[src/rtl/fetch_stage_pkg.sv]
// Shared definitions for the RV32I fetch stage: default parameters,
// bubble encoding and the per-cycle action select.
package fetch_stage_pkg;

    localparam int          XLEN_DEF      = 32;
    localparam int          CNT_W_DEF     = 32;
    localparam logic [31:0] RESET_PC_DEF  = 32'h0000_0000;
    localparam logic [31:0] NOP_INSTR_DEF = 32'h0000_0013;

    typedef enum logic [1:0] {
        ACT_ADVANCE  = 2'd0,
        ACT_STALL    = 2'd1,
        ACT_REDIRECT = 2'd2
    } fetch_act_e;

    // Redirect always wins over a load-use stall.
    function automatic fetch_act_e sel_act(input logic redirect, input logic hazard);
        if (redirect)
            return ACT_REDIRECT;
        else if (hazard)
            return ACT_STALL;
        else
            return ACT_ADVANCE;
    endfunction

endpackage

[src/rtl/fetch_stage_if_id_reg.sv]
// IF/ID pipeline register: load enable, synchronous flush to a bubble,
// asynchronous active-low reset to the same bubble.
module fetch_stage_if_id_reg
    import fetch_stage_pkg::*;
#(
    parameter int          XLEN      = XLEN_DEF,
    parameter logic [31:0] NOP_INSTR = NOP_INSTR_DEF
) (
    input  logic            clk,
    input  logic            reset,
    input  logic            en_i,
    input  logic            flush_i,
    input  logic [XLEN-1:0] pc_i,
    input  logic [31:0]     instr_i,
    output logic [XLEN-1:0] pc_o,
    output logic [31:0]     instr_o,
    output logic            valid_o
);

    logic [XLEN-1:0] pc_q,    pc_d;
    logic [31:0]     instr_q, instr_d;
    logic            valid_q, valid_d;

    always_comb begin
        pc_d    = pc_q;
        instr_d = instr_q;
        valid_d = valid_q;
        if (en_i) begin
            if (flush_i) begin
                pc_d    = '0;
                instr_d = NOP_INSTR;
                valid_d = 1'b0;
            end else begin
                pc_d    = pc_i;
                instr_d = instr_i;
                valid_d = 1'b1;
            end
        end
    end

    always_ff @(posedge clk or negedge reset) begin
        if (!reset) begin
            pc_q    <= '0;
            instr_q <= NOP_INSTR;
            valid_q <= 1'b0;
        end else begin
            pc_q    <= pc_d;
            instr_q <= instr_d;
            valid_q <= valid_d;
        end
    end

    assign pc_o    = pc_q;
    assign instr_o = instr_q;
    assign valid_o = valid_q;

endmodule

[src/rtl/fetch_stage.sv]
// IF stage of the pipelined RV32I core: PC register, next-PC select,
// saturating stall counter and the IF/ID register.
module fetch_stage
    import fetch_stage_pkg::*;
#(
    parameter int              XLEN      = XLEN_DEF,
    parameter logic [XLEN-1:0] RESET_PC  = RESET_PC_DEF[XLEN-1:0],
    parameter logic [31:0]     NOP_INSTR = NOP_INSTR_DEF,
    parameter int              CNT_W     = CNT_W_DEF
) (
    input  logic             clk,
    input  logic             reset,
    input  logic             hazard,
    input  logic             redirect,
    input  logic [XLEN-1:0]  redirect_target,
    input  logic [31:0]      imem_rdata,
    output logic [XLEN-1:0]  imem_addr,
    output logic [XLEN-1:0]  if_id_pc,
    output logic [31:0]      if_id_instr,
    output logic             if_id_valid,
    output logic [CNT_W-1:0] stall_count
);

    localparam logic [XLEN-1:0]  PC_STEP   = XLEN'(4);
    localparam logic [XLEN-1:0]  ALIGN_MSK = ~XLEN'(3);
    localparam logic [CNT_W-1:0] CNT_MAX   = {CNT_W{1'b1}};

    fetch_act_e       act;
    logic [XLEN-1:0]  pc_q,  pc_d;
    logic [CNT_W-1:0] cnt_q, cnt_d;

    assign act = sel_act(redirect, hazard);

    always_comb begin
        pc_d  = pc_q;
        cnt_d = cnt_q;
        unique case (act)
            // Low target bits are dropped: fetch is always word aligned.
            ACT_REDIRECT: pc_d = redirect_target & ALIGN_MSK;
            ACT_STALL: begin
                if (cnt_q != CNT_MAX)
                    cnt_d = cnt_q + CNT_W'(1);
            end
            default:      pc_d = pc_q + PC_STEP;
        endcase
    end

    always_ff @(posedge clk or negedge reset) begin
        if (!reset) begin
            pc_q  <= RESET_PC;
            cnt_q <= '0;
        end else begin
            pc_q  <= pc_d;
            cnt_q <= cnt_d;
        end
    end

    fetch_stage_if_id_reg #(
        .XLEN      (XLEN),
        .NOP_INSTR (NOP_INSTR)
    ) u_if_id (
        .clk     (clk),
        .reset   (reset),
        .en_i    (act != ACT_STALL),
        .flush_i (act == ACT_REDIRECT),
        .pc_i    (pc_q),
        .instr_i (imem_rdata),
        .pc_o    (if_id_pc),
        .instr_o (if_id_instr),
        .valid_o (if_id_valid)
    );

    assign imem_addr   = pc_q;
    assign stall_count = cnt_q;

endmodule
[config.mk]
export PLATFORM = sky130hd
export DESIGN_NAME = fetch_stage
export DESIGN_NICKNAME = d
export VERILOG_FILES = /design/src/rtl/fetch_stage_pkg.sv /design/src/rtl/fetch_stage_if_id_reg.sv /design/src/rtl/fetch_stage.sv
export SDC_FILE = /design/constraint.sdc
export NUM_CORES = 1
export LEC_CHECK = 0
export BUFFER_PORTS_ARGS = -buffer_cell sky130_fd_sc_hd__buf_2
export CAP_MARGIN = 10
export CORE_AREA = 2 2 88 153
export CTS_BUF_LIST = sky130_fd_sc_hd__clkbuf_4 sky130_fd_sc_hd__clkbuf_8
export CTS_CLUSTER_SIZE = 12
export DETAILED_ROUTE_END_ITERATION = 8
export DIE_AREA = 0 0 90 155
export GPL_TIMING_DRIVEN = 0
export PLACE_DENSITY = 0.88
export SYNTH_ARGS = -nofsm -noshare
export SYNTH_HDL_FRONTEND = slang
export SYNTH_SLANG_ARGS = --single-unit
[constraint.sdc]
create_clock -name clk -period 1.8 [get_ports clk]
set_clock_uncertainty 0.05 [all_clocks]
set_input_delay 0.09 -clock clk [delete_from_list [all_inputs] [get_ports clk]]
set_output_delay 0.09 -clock clk [all_outputs]
set_load 0.01 [all_outputs]
==> results of run 1 <==
## per-stage QoR
step | util | TNS [ns]
floorplan | - | -0.0939
global placement | 0.549 | -130.28
detailed placement | 0.552 | -6.03
CTS | 0.653 | -0.0387
global route | 0.679 | -0.345
finish | 0.679 | -0.0408
## final cells by class
| cell class | instances | area share |
|---|---|---|
| clock buffer | 17 | 0.0269 |
| multi-input combinational | 384 | 0.315 |
| sequential | 126 | 0.366 |
| timing repair buffer | 303 | 0.230 |
| inverter | 6 | 0.00259 |
| buffer | 28 | 0.0163 |
| tap | 171 | 0.0246 |
| clock inverter | 15 | 0.0188 |
## logic make-up after synthesis
| group | share of synthesized area |
|---|---|
| compound gates | 0.0469 |
| xor+xnor | 0.0779 |
| fa+ha+maj | 0.00428 |
| buf+inv | 0.0274 |
| flops | 0.540 |
| mux | 0.113 |
| other cells | 0.000642 |
| simple gates | 0.190 |
## power by group through the flow
| stage | sequential (W) | combinational, W | clock (W) |
|---|---|---|---|
| after detailed placement | 0.00337 | 0.00103 | 0 |
| final | 0.00335 | 0.00143 | 0.00249 |
| after CTS | 0.00331 | 0.00130 | 0.00252 |
| after global placement | 0.00335 | 0.000994 | 0 |
| after floorplan | 0.00342 | 0.000456 | 0 |
| after global routing | 0.00338 | 0.00155 | 0.00263 |
## cells in the final DEF (no fill, tap or decap), types with 3 or more instances in the layout
cell / instances
xor2_1: 35
buf_6: 4
nor2_4: 5
nor3_1: 9
xnor2_1: 17
nor2b_1: 6
mux2_2: 3
clkinv_4: 3
nor4_1: 3
inv_6: 3
nor3_4: 4
o21ai_1: 6
inv_1: 6
mux2i_1: 61
clkbuf_1: 10
nand4_1: 15
a211o_1: 3
nor4_4: 3
and4_1: 3
clkinvlp_4: 4
nor2_1: 68
dfrtp_1: 103
o21ai_0: 23
a21oi_1: 6
and3_1: 8
clkbuf_8: 17
dfstp_2: 3
nand2_1: 43
nand3_1: 25
buf_2: 198
dfrtp_2: 20
buf_4: 49
buf_1: 5
and2_1: 3
dlygate4sd3_1: 63
nand3_4: 4
## metal layers
metal  vias to the layer above  GRT usage  share of wire
met1                      2707      0.282           0.35
met5                         -          0              0
met2                       274      0.497           0.53
met3                        70     0.0678          0.065
met4                         0      0.124          0.054
li1                       2523          -              -
## critical path: cells and delay by family (launching register included)
kind / cells / cell delay [ns]
buf+inv: 1 / 0.17
mux: 1 / 0.29
flops: 1 / 0.46
simple gates: 4 / 0.73
## timing repair
action                                 in CTS  in global routing
gates cloned                                0                  1
resized for setup                          22                 41
hold buffers                               63                  0
endpoints found under the hold margin     130                  0
setup endpoints to repair                  46                 40
pin swaps                                   9                 19
buffers inserted                           21                 27
## worst min-delay path by stage
stage / start / end / slack (ns) / cells past startpoint
floorplan: reset / imem_addr[10]$_DFFE_PN0N_ / -0.26 / 0
global placement: redirect_target[2] / imem_addr[2]$_DFFE_PN0N_ / 0.25 / 3
detailed placement: reset / u_if_id.instr_o[21]$_DFFE_PN0N_ / 0.09 / 1
CTS: hazard / u_if_id.instr_o[0]$_DFFE_PN1N_ / 0.16 / 4
global route: hazard / u_if_id.instr_o[1]$_DFFE_PN1N_ / 0.21 / 4
finish: hazard / u_if_id.instr_o[0]$_DFFE_PN1N_ / 0.18 / 4
## sequential cells by signal, summed over array words and instances (netlist names)
name	count
u_if_id.pc_o	31
stall_count	32
u_if_id.valid_o	1
u_if_id.instr_o	32
imem_addr	30
==> impl_metrics.yaml, run 1 <==
outcome:
  outcome: "finished, violations left"
  violations: "negative setup slack"
global_route:
  grt_pass1_vias: 5665
  grt_max_degree: 70
  grt_use_total: 0.268
  grt_first_pass_wirelength_mm: 29.5
  antenna_found_initial: 0
  overflow: 0
critical_path:
  worstSetupStartpointType: "flip-flop"
  r2r_slack_ns: -0.02
  r2r_cells: 6
  critical_path.slowest_cell: "dfrtp_2"
  worstPathRequired_ns: 2.07
  max_stage_delay_ns: 0.46
  path_cells: "nand4_4, nor3_4, and4_1, buf_6, nor2_4, mux2_4"
  reg2reg_to: "stall_count[1]$_DFFE_PN0P_"
  crit_fanout: 8
  cp-endpoint: "stall_count[1]$_DFFE_PN0P_"
  crit_arrival_ns: 2.10
  path_class: "flip-flop to flip-flop"
  r2r_start: "stall_count[8]$_DFFE_PN0P_"
  cp-startpoint: "stall_count[8]$_DFFE_PN0P_"
  crit_path_end_kind: "flip-flop"
synth:
  syn-cell-area_sq_mm: 0.00585
  synth_cells: 542
  post-synth-top-count-cell: "dfrtp_1"
  synth-edff-count: 0
  yosysTopAreaCell: "dfrtp_1"
  asyncSetResetFlopFracSynth: 1.00
  ys_warn_count: 0
  ys_ff_latch: 126
  synth_commonest_cells: "123 x dfrtp_1, 71 x nor2_1, 61 x mux2i_1, 44 x nand2_1, 35 x xor2_1"
  synth.distinct_cells: 45
  seq_area_frac_synth: 0.540
  synthTopCellsByArea: "dfrtp_1 53%, mux2i_1 10%, xor2_1 5.2%"
  synthFlopType: "dfrtp_1"
  yosysTopAreaCellShare: 0.527
  syn_area_per_cell_sq_um: 10.8
sta:
  tightest_slew_ns: 0.655
  fin_crit_sh: 1.01
  max_freq_ghz: 0.548
  layout_min_cycle_time_ns: 1.82
  hold-worst-slack_ns: 0.180
  setup_violations: 2
  rsz0062_at_grt: "yes"
  hold_viol: 0
  final_max_slew_viol_count: 0
  slew_headroom: 0.564
  setup_ws_ns: -0.0246
worst_hold_path:
  hold_path_class: "input port to flip-flop"
finish:
  drive_above_1_share: 0.395
  seq_area_sq_mm: 0.00318
  stdcell_area_sq_mm: 0.00870
  fillCellCount: 944
  fin_cells: 1050
  area_growth_pct: 48.8
  antenna_cells: 0
  multi_input_area_sq_mm: 0.00274
  layout.nets: 936
clock_network:
  clock_sinks: 126
  root_buffer: "clkbuf_8"
  path_clk_slew_ns: 0.08
  cts_max_level: 4
  clock_latency_ns: 0.44
  cts_buffers: 17
  clk_path_buf_depth: 2
  cts_tree: "yes"
floorplan:
  pin_count: 197
  die_w_um: 90
  start_util: 0.457
  rows: 55
  core_area_sq_mm: 0.0128
  die_h_um: 155
  die_area_sq_mm: 0.0140
placed_design:
  pre_cts_ws_ns: -0.241
  post-dp-hpwl_mm: 12.1
  globalplace.congestion: 0.858
  port_buffers: 191
  placed_area_sq_mm: 0.00706
  dp_cells: 906
route:
  drt_iter0_markers: 210
  via_count: 5574
  vias_per_cell: 5.31
  drcViolationCount: 0
  routedWlPerCell_um: 18.5
  wl_mm: 19.4
  postRouteAntennaNets: 0
  drt_pass1_iterations: 4
power_and_ir_drop:
  netSwitchingFraction: 0.308
  power.switching_w: 0.00224
  vdd_drop_max_mv: 0.651
  seqPwrFrac: 0.460
  power_w: 0.00727
  clock_power_share: 0.343
  p_leak_nw: 4.44
  comb_power_share: 0.197
  internal-power_w: 0.00503
  p_per_area_mw_per_mm2: 836
job:
  cap_violations: 0
No activity file was read; power rests on OpenSTA's default activity.
==> run 2, diff against run 1 <==
--- a/config.mk
+++ b/config.mk
@@ -14,6 +14,7 @@
 export DIE_AREA = 0 0 90 155
 export GPL_TIMING_DRIVEN = 0
 export PLACE_DENSITY = 0.88
+export SKIP_LAST_GASP = 1
 export SYNTH_ARGS = -nofsm -noshare
 export SYNTH_HDL_FRONTEND = slang
 export SYNTH_SLANG_ARGS = --single-unit
==> impl_metrics.yaml, run 2 (same netlist as run 1, synthesis figures left out) <==
outcome:
  outcome: "finished, violations left"
  violations: "negative setup slack"
finish:
  antenna_cells: 0
  multi_input_area_sq_mm: 0.00272
  final_core_util: 0.678
  fin_cells: 1050
  fillCellCount: 946
  layout_common_cells: "198 x buf_2, 103 x dfrtp_1, 68 x nor2_1"
  layout.nets: 936
  drive_above_1_share: 0.394
  area_growth_pct: 48.4
  seq_area_sq_mm: 0.00318
  stdcell_area_sq_mm: 0.00867
  layout_commonest_cell: "buf_2"
placed_design:
  post-dp-hpwl_mm: 12.1
  globalplace.congestion: 0.858
  port_buffers: 191
  dp_cells: 906
  placed_area_sq_mm: 0.00706
floorplan:
  core_area_sq_mm: 0.0128
  die_w_um: 90
  die_area_sq_mm: 0.0140
  rows: 55
  pin_count: 197
  die_h_um: 155
  start_util: 0.457
sta:
  tightest_slew_ns: 0.654
  slew_headroom: 0.564
  hold_viol: 0
  rsz0062_at_grt: "yes"
  hold-worst-slack_ns: 0.193
  max_freq_ghz: 0.548
  fin_crit_sh: 1.01
  setup_violations: 2
  final_max_slew_viol_count: 0
  layout_min_cycle_time_ns: 1.83
  setup_ws_ns: -0.0253
critical_path:
  critical_path.slowest_cell: "dfrtp_2"
  path_cells: "nand4_4, nor3_4, and4_1, buf_6, nor2_4, mux2_4"
  max_stage_delay_ns: 0.47
  crit_arrival_ns: 2.09
  path_class: "flip-flop to flip-flop"
  worstPathRequired_ns: 2.07
  crit_fanout: 8
  crit_path_end_kind: "flip-flop"
  worstSetupStartpointType: "flip-flop"
route:
  drt_iter0_markers: 229
  routedWlPerCell_um: 18.4
  via_count: 5537
  drcViolationCount: 0
  drt_pass1_iterations: 4
  postRouteAntennaNets: 0
  vias_per_cell: 5.27
  wl_mm: 19.3
power_and_ir_drop:
  p_leak_nw: 4.43
  p_per_area_mw_per_mm2: 835
  vdd_drop_max_mv: 0.642
job:
  cap_violations: 0
worst_hold_path:
  hold_path_class: "input port to asynchronous set/reset pin"
clock_network:
  cts_max_level: 4
  cts_tree: "yes"
  root_buffer: "clkbuf_8"
  clk_path_buf_depth: 2
  path_clk_slew_ns: 0.08
  clock_sinks: 126
  clock_latency_ns: 0.43
  cts_buffers: 17
global_route:
  grt_max_degree: 70
  grt_use_total: 0.268
  grt_pass1_vias: 5665
  grt_first_pass_wirelength_mm: 29.5
  antenna_found_initial: 0
  overflow: 0
-- run 2: metrics by stage --
step / TNS, ns / total power (W) / setup WS, ns
after detailed placement: -6.03 / 0.00440 / -0.241
after global placement: -130.28 / 0.00435 / -1.24
after floorplan: -0.0939 / 0.00388 / -0.0939
after global routing: -0.654 / 0.00754 / -0.0830
final: -0.0486 / 0.00724 / -0.0253
after CTS: -0.0387 / 0.00713 / -0.0336
-- run 2: path summary, 6_finish.rpt --
check / from / end / slack, ns / cells after the start
max in group asynchronous: reset / u_if_id.instr_o[1]$_DFFE_PN1N_ / 0.74 / 3
min in group clk: hazard / u_if_id.instr_o[0]$_DFFE_PN1N_ / 0.19 / 4
worst max-delay path: stall_count[8]$_DFFE_PN0P_ / stall_count[1]$_DFFE_PN0P_ / -0.03 / 6
worst min register to register: stall_count[17]$_DFFE_PN0P_ / stall_count[17]$_DFFE_PN0P_ / 0.44 / 1
worst max register to register: stall_count[8]$_DFFE_PN0P_ / stall_count[1]$_DFFE_PN0P_ / -0.03 / 6
worst min-delay path: reset / u_if_id.instr_o[25]$_DFFE_PN0N_ / 0.19 / 2
-- run 2: timing repair --
| action | CTS | global route |
|---|---|---|
| hold endpoints to repair | 130 | 0 |
| resized for setup | 22 | 37 |
| hold buffers | 63 | 0 |
| buffers inserted | 21 | 27 |
| endpoints found under the setup margin | 46 | 40 |
| cloned | 0 | 1 |
| pin swaps | 9 | 19 |
-- run 2: area by class of cell --
type	instances	area share
flip-flops and latches	126	0.367
multi-input cells	384	0.313
repair buffers	303	0.230
clock buffers	17	0.0270
well taps	171	0.0247
clock inverters	15	0.0189
plain buffers	28	0.0163
inverters	6	0.00260
-- run 2: worst max-delay path, delay by kind of cell, from the launching register on --
family	cells	cell delay [ns]
buffers and inverters	1	0.16
DFF	1	0.47
muxes	1	0.29
and+or+nand+nor	4	0.73
-- run 2: metal layers --
layer | track usage | routed length (um) | vias to the layer above
met5 | 0 | 0 | -
met4 | 0.124 | 824 | 0
met3 | 0.0678 | 1340 | 64
met2 | 0.497 | 10500 | 275
met1 | 0.282 | 6680 | 2676
li1 | - | - | 2522
-- run 2: where the power goes --
part | switching (W) | leakage (nW) | internal (W) | total, W
Sequential | 0.000271 | 1.60 | 0.00306 | 0.00333
Combinational | 0.000708 | 2.64 | 0.000716 | 0.00142
Clock | 0.00123 | 0.191 | 0.00125 | 0.00248
==> run 3, diff against run 2 <==
--- a/config.mk
+++ b/config.mk
@@ -5,15 +5,17 @@
 export SDC_FILE = /design/constraint.sdc
 export NUM_CORES = 1
 export LEC_CHECK = 0
+export ABC_AREA = 1
 export BUFFER_PORTS_ARGS = -buffer_cell sky130_fd_sc_hd__buf_2
 export CAP_MARGIN = 10
-export CORE_AREA = 2 2 88 153
+export CORE_AREA = 2 2 92 161
 export CTS_BUF_LIST = sky130_fd_sc_hd__clkbuf_4 sky130_fd_sc_hd__clkbuf_8
 export CTS_CLUSTER_SIZE = 12
 export DETAILED_ROUTE_END_ITERATION = 8
-export DIE_AREA = 0 0 90 155
+export DIE_AREA = 0 0 94 163
 export GPL_TIMING_DRIVEN = 0
-export PLACE_DENSITY = 0.88
+export MAX_ROUTING_LAYER = met4
+export PLACE_DENSITY = 0.89
 export SKIP_LAST_GASP = 1
 export SYNTH_ARGS = -nofsm -noshare
 export SYNTH_HDL_FRONTEND = slang
==> impl_metrics.yaml, run 3 <==
power_and_ir_drop:
  netSwitchingFraction: 0.311
  p_per_area_mw_per_mm2: 885
  internal-power_w: 0.00565
  p_leak_nw: 4.68
  seqPwrFrac: 0.415
  comb_power_share: 0.203
  power.switching_w: 0.00255
  vdd_drop_max_mv: 0.549
  clock_power_share: 0.383
sta:
  fin_crit_sh: 0.955
  slew_headroom: 0.533
  layout_min_cycle_time_ns: 1.72
  tightest_slew_ns: 0.700
  final_max_slew_viol_count: 0
  rsz0062_at_grt: "yes"
  setup_violations: 0
  max_freq_ghz: 0.581
  hold_viol: 0
  setup-tns-final_ns: 0
finish:
  area_growth_pct: 37.5
  drive_above_1_share: 0.271
  layout.nets: 1240
  antenna_cells: 0
  final_core_util: 0.655
  layout_commonest_cell: "nand2_1"
  layout_common_cells: "324 x nand2_1, 199 x buf_2, 107 x dfrtp_1"
synth:
  synth-edff-count: 0
  synth_cells: 889
  syn_area_per_cell_sq_um: 7.59
  synth_compound_area_frac: 0.113
  synthXorXnorAreaFrac: 0.0141
  yosysTopAreaCell: "dfrtp_1"
  ys_warn_count: 0
  ys_ff_latch: 126
  synthFlopType: "dfrtp_1"
  synthTopCellsByArea: "dfrtp_1 46%, nand2_1 18%, nor2_1 5.1%"
  synth.distinct_cells: 40
  post-synth-top-count-cell: "nand2_1"
  asyncSetResetFlopFracSynth: 1.00
  synth-simple-area-share: 0.330
  yosysTopAreaCellShare: 0.456
  syn-cell-area_sq_mm: 0.00674
  synthAdderAreaFrac: 0.00371
  synth_top_family_by_area: "simple AND/OR/NAND/NOR gates"
  seq_area_frac_synth: 0.468
  synth_commonest_cells: "327 x nand2_1, 123 x dfrtp_1, 92 x nor2_1, 78 x inv_1, 62 x o21ai_0"
  synth_mux_area_frac: 0
critical_path:
  worstPathRequired_ns: 2.07
  crit_fanout: 10
  reg2reg_to: "stall_count[10]$_DFFE_PN0P_"
  crit_path_end_kind: "flip-flop"
  r2r_start: "stall_count[0]$_DFFE_PN0P_"
  cp-startpoint: "stall_count[0]$_DFFE_PN0P_"
  cp-endpoint: "stall_count[10]$_DFFE_PN0P_"
  path_cells: "ha_4, inv_1, nor2_4, nand2_4, nor2_4, nand2_4, nand2_8, inv_6, buf_6, nand3_2, nand2_1"
  crit_arrival_ns: 1.99
  path_class: "flip-flop to flip-flop"
  r2r_cells: 11
  r2r_slack_ns: 0.08
  worstSetupStartpointType: "flip-flop"
  max_stage_delay_ns: 0.42
  critical_path.slowest_cell: "dfrtp_2"
worst_hold_path:
  hold_depth: 5
  hold_path_class: "input port to flip-flop"
route:
  drcViolationCount: 0
  vias_per_cell: 5.43
  drt_pass1_iterations: 5
  via_count: 7401
  wl_mm: 24.9
  postRouteAntennaNets: 0
  drt_iter0_markers: 501
  routedWlPerCell_um: 18.3
global_route:
  grt_use_total: 0.335
  overflow: 0
  grt_first_pass_wirelength_mm: 38.0
  grt_pass1_vias: 7437
  grt_max_degree: 81
  antenna_found_initial: 0
clock_network:
  root_buffer: "clkbuf_8"
  clk_path_buf_depth: 2
  cts_buffers: 17
  cts_tree: "yes"
  clock_sinks: 126
  path_clk_slew_ns: 0.08
  cts_max_level: 4
  clock_latency_ns: 0.45
floorplan:
  die_h_um: 163
  die_w_um: 94
  rows: 58
  core_area_sq_mm: 0.0142
  start_util: 0.477
  die_area_sq_mm: 0.0153
  pin_count: 197
placed_design:
  port_buffers: 192
  post-dp-hpwl_mm: 17.7
  globalplace.congestion: 1.02
job:
  cap_violations: 0
outcome:
  outcome: "finished clean"
[run 3: kinds of logic after synthesis]
kind of cell             count (synthesis)
AO/OA/AOI/OAI                          120
XOR/XNOR                                10
adder cells (fa/ha/maj)                  2
buffers and inverters                  111
flip-flops                             126
other                                    1
AND/OR/NAND/NOR                        519
[run 3: worst min-delay path by stage]
stage                         from                             end
3_3_place_gp         imem_rdata[0]  u_if_id.instr_o[0]$_DFFE_PN1N_
4_1_cts        redirect_target[19]       imem_addr[19]$_DFFE_PN0N_
2_1_floorplan                reset       imem_addr[10]$_DFFE_PN0N_
3_5_place_dp                 reset    u_if_id.pc_o[19]$_DFFE_PN0N_
6_report       redirect_target[19]       imem_addr[19]$_DFFE_PN0N_
5_1_grt        redirect_target[19]       imem_addr[19]$_DFFE_PN0N_
[run 3: area by class of cell]
| class | count | area, sq um |
|---|---|---|
| clock inverters | 12 | 231 |
| plain buffers | 32 | 179 |
| fillers | 1214 | 4880 |
| well taps | 180 | 225 |
| inverters | 79 | 302 |
| repair buffers | 261 | 1670 |
| clock buffers | 20 | 269 |
| multi-input cells | 653 | 3220 |
| flip-flops and latches | 126 | 3180 |
[run 3: through the flow]
stage | cell area (sq um) | std cells | power (W) | hold WS (ns) | worst slack (ns)
after floorplan | 6750 | 890 | 0.00414 | -0.256 | 0.0284
after global placement | 7930 | 1262 | 0.00480 | 0.249 | -1.12
after detailed placement | 7970 | 1263 | 0.00485 | 0.00621 | -0.192
after CTS | 9160 | 1362 | 0.00812 | 0.0115 | -0.00859
after global routing | 9270 | 1363 | 0.00851 | 0.0348 | -0.0399
final | 9270 | 1363 | 0.00820 | 0.00344 | 0.0801
[run 3: what timing repair did]
action | CTS | global route
hold buffers | 64 | 0
gates resized for setup | 9 | 36
pin swaps | 2 | 3
hold endpoints to repair | 114 | 0
endpoints found under the setup margin | 43 | 48
setup buffers | 3 | 1
[run 3: worst max-delay path, delay by kind of cell (launching register included)]
kind	cells	cell delay, ns
adder cells (fa/ha/maj)	1	0.17
buffers and inverters	3	0.30
flip-flops	1	0.42
AND/OR/NAND/NOR	7	0.63
[run 3: per-layer routing]
| layer | global-route usage | vias up | part of all wire |
|---|---|---|---|
| met2 | 0.588 | 409 | 0.53 |
| li1 | - | 3411 | - |
| met5 | - | - | 0 |
| met1 | 0.332 | 3462 | 0.33 |
| met4 | 0.227 | 0 | 0.072 |
| met3 | 0.0541 | 119 | 0.063 |
[run 3: power by group through the flow]
stage	logic, W	clock network, W	registers (W)
after floorplan	0.000663	0	0.00348
after global placement	0.00138	0	0.00342
after detailed placement	0.00142	0	0.00343
after CTS	0.00160	0.00315	0.00337
after global routing	0.00181	0.00327	0.00343
final	0.00166	0.00314	0.00340
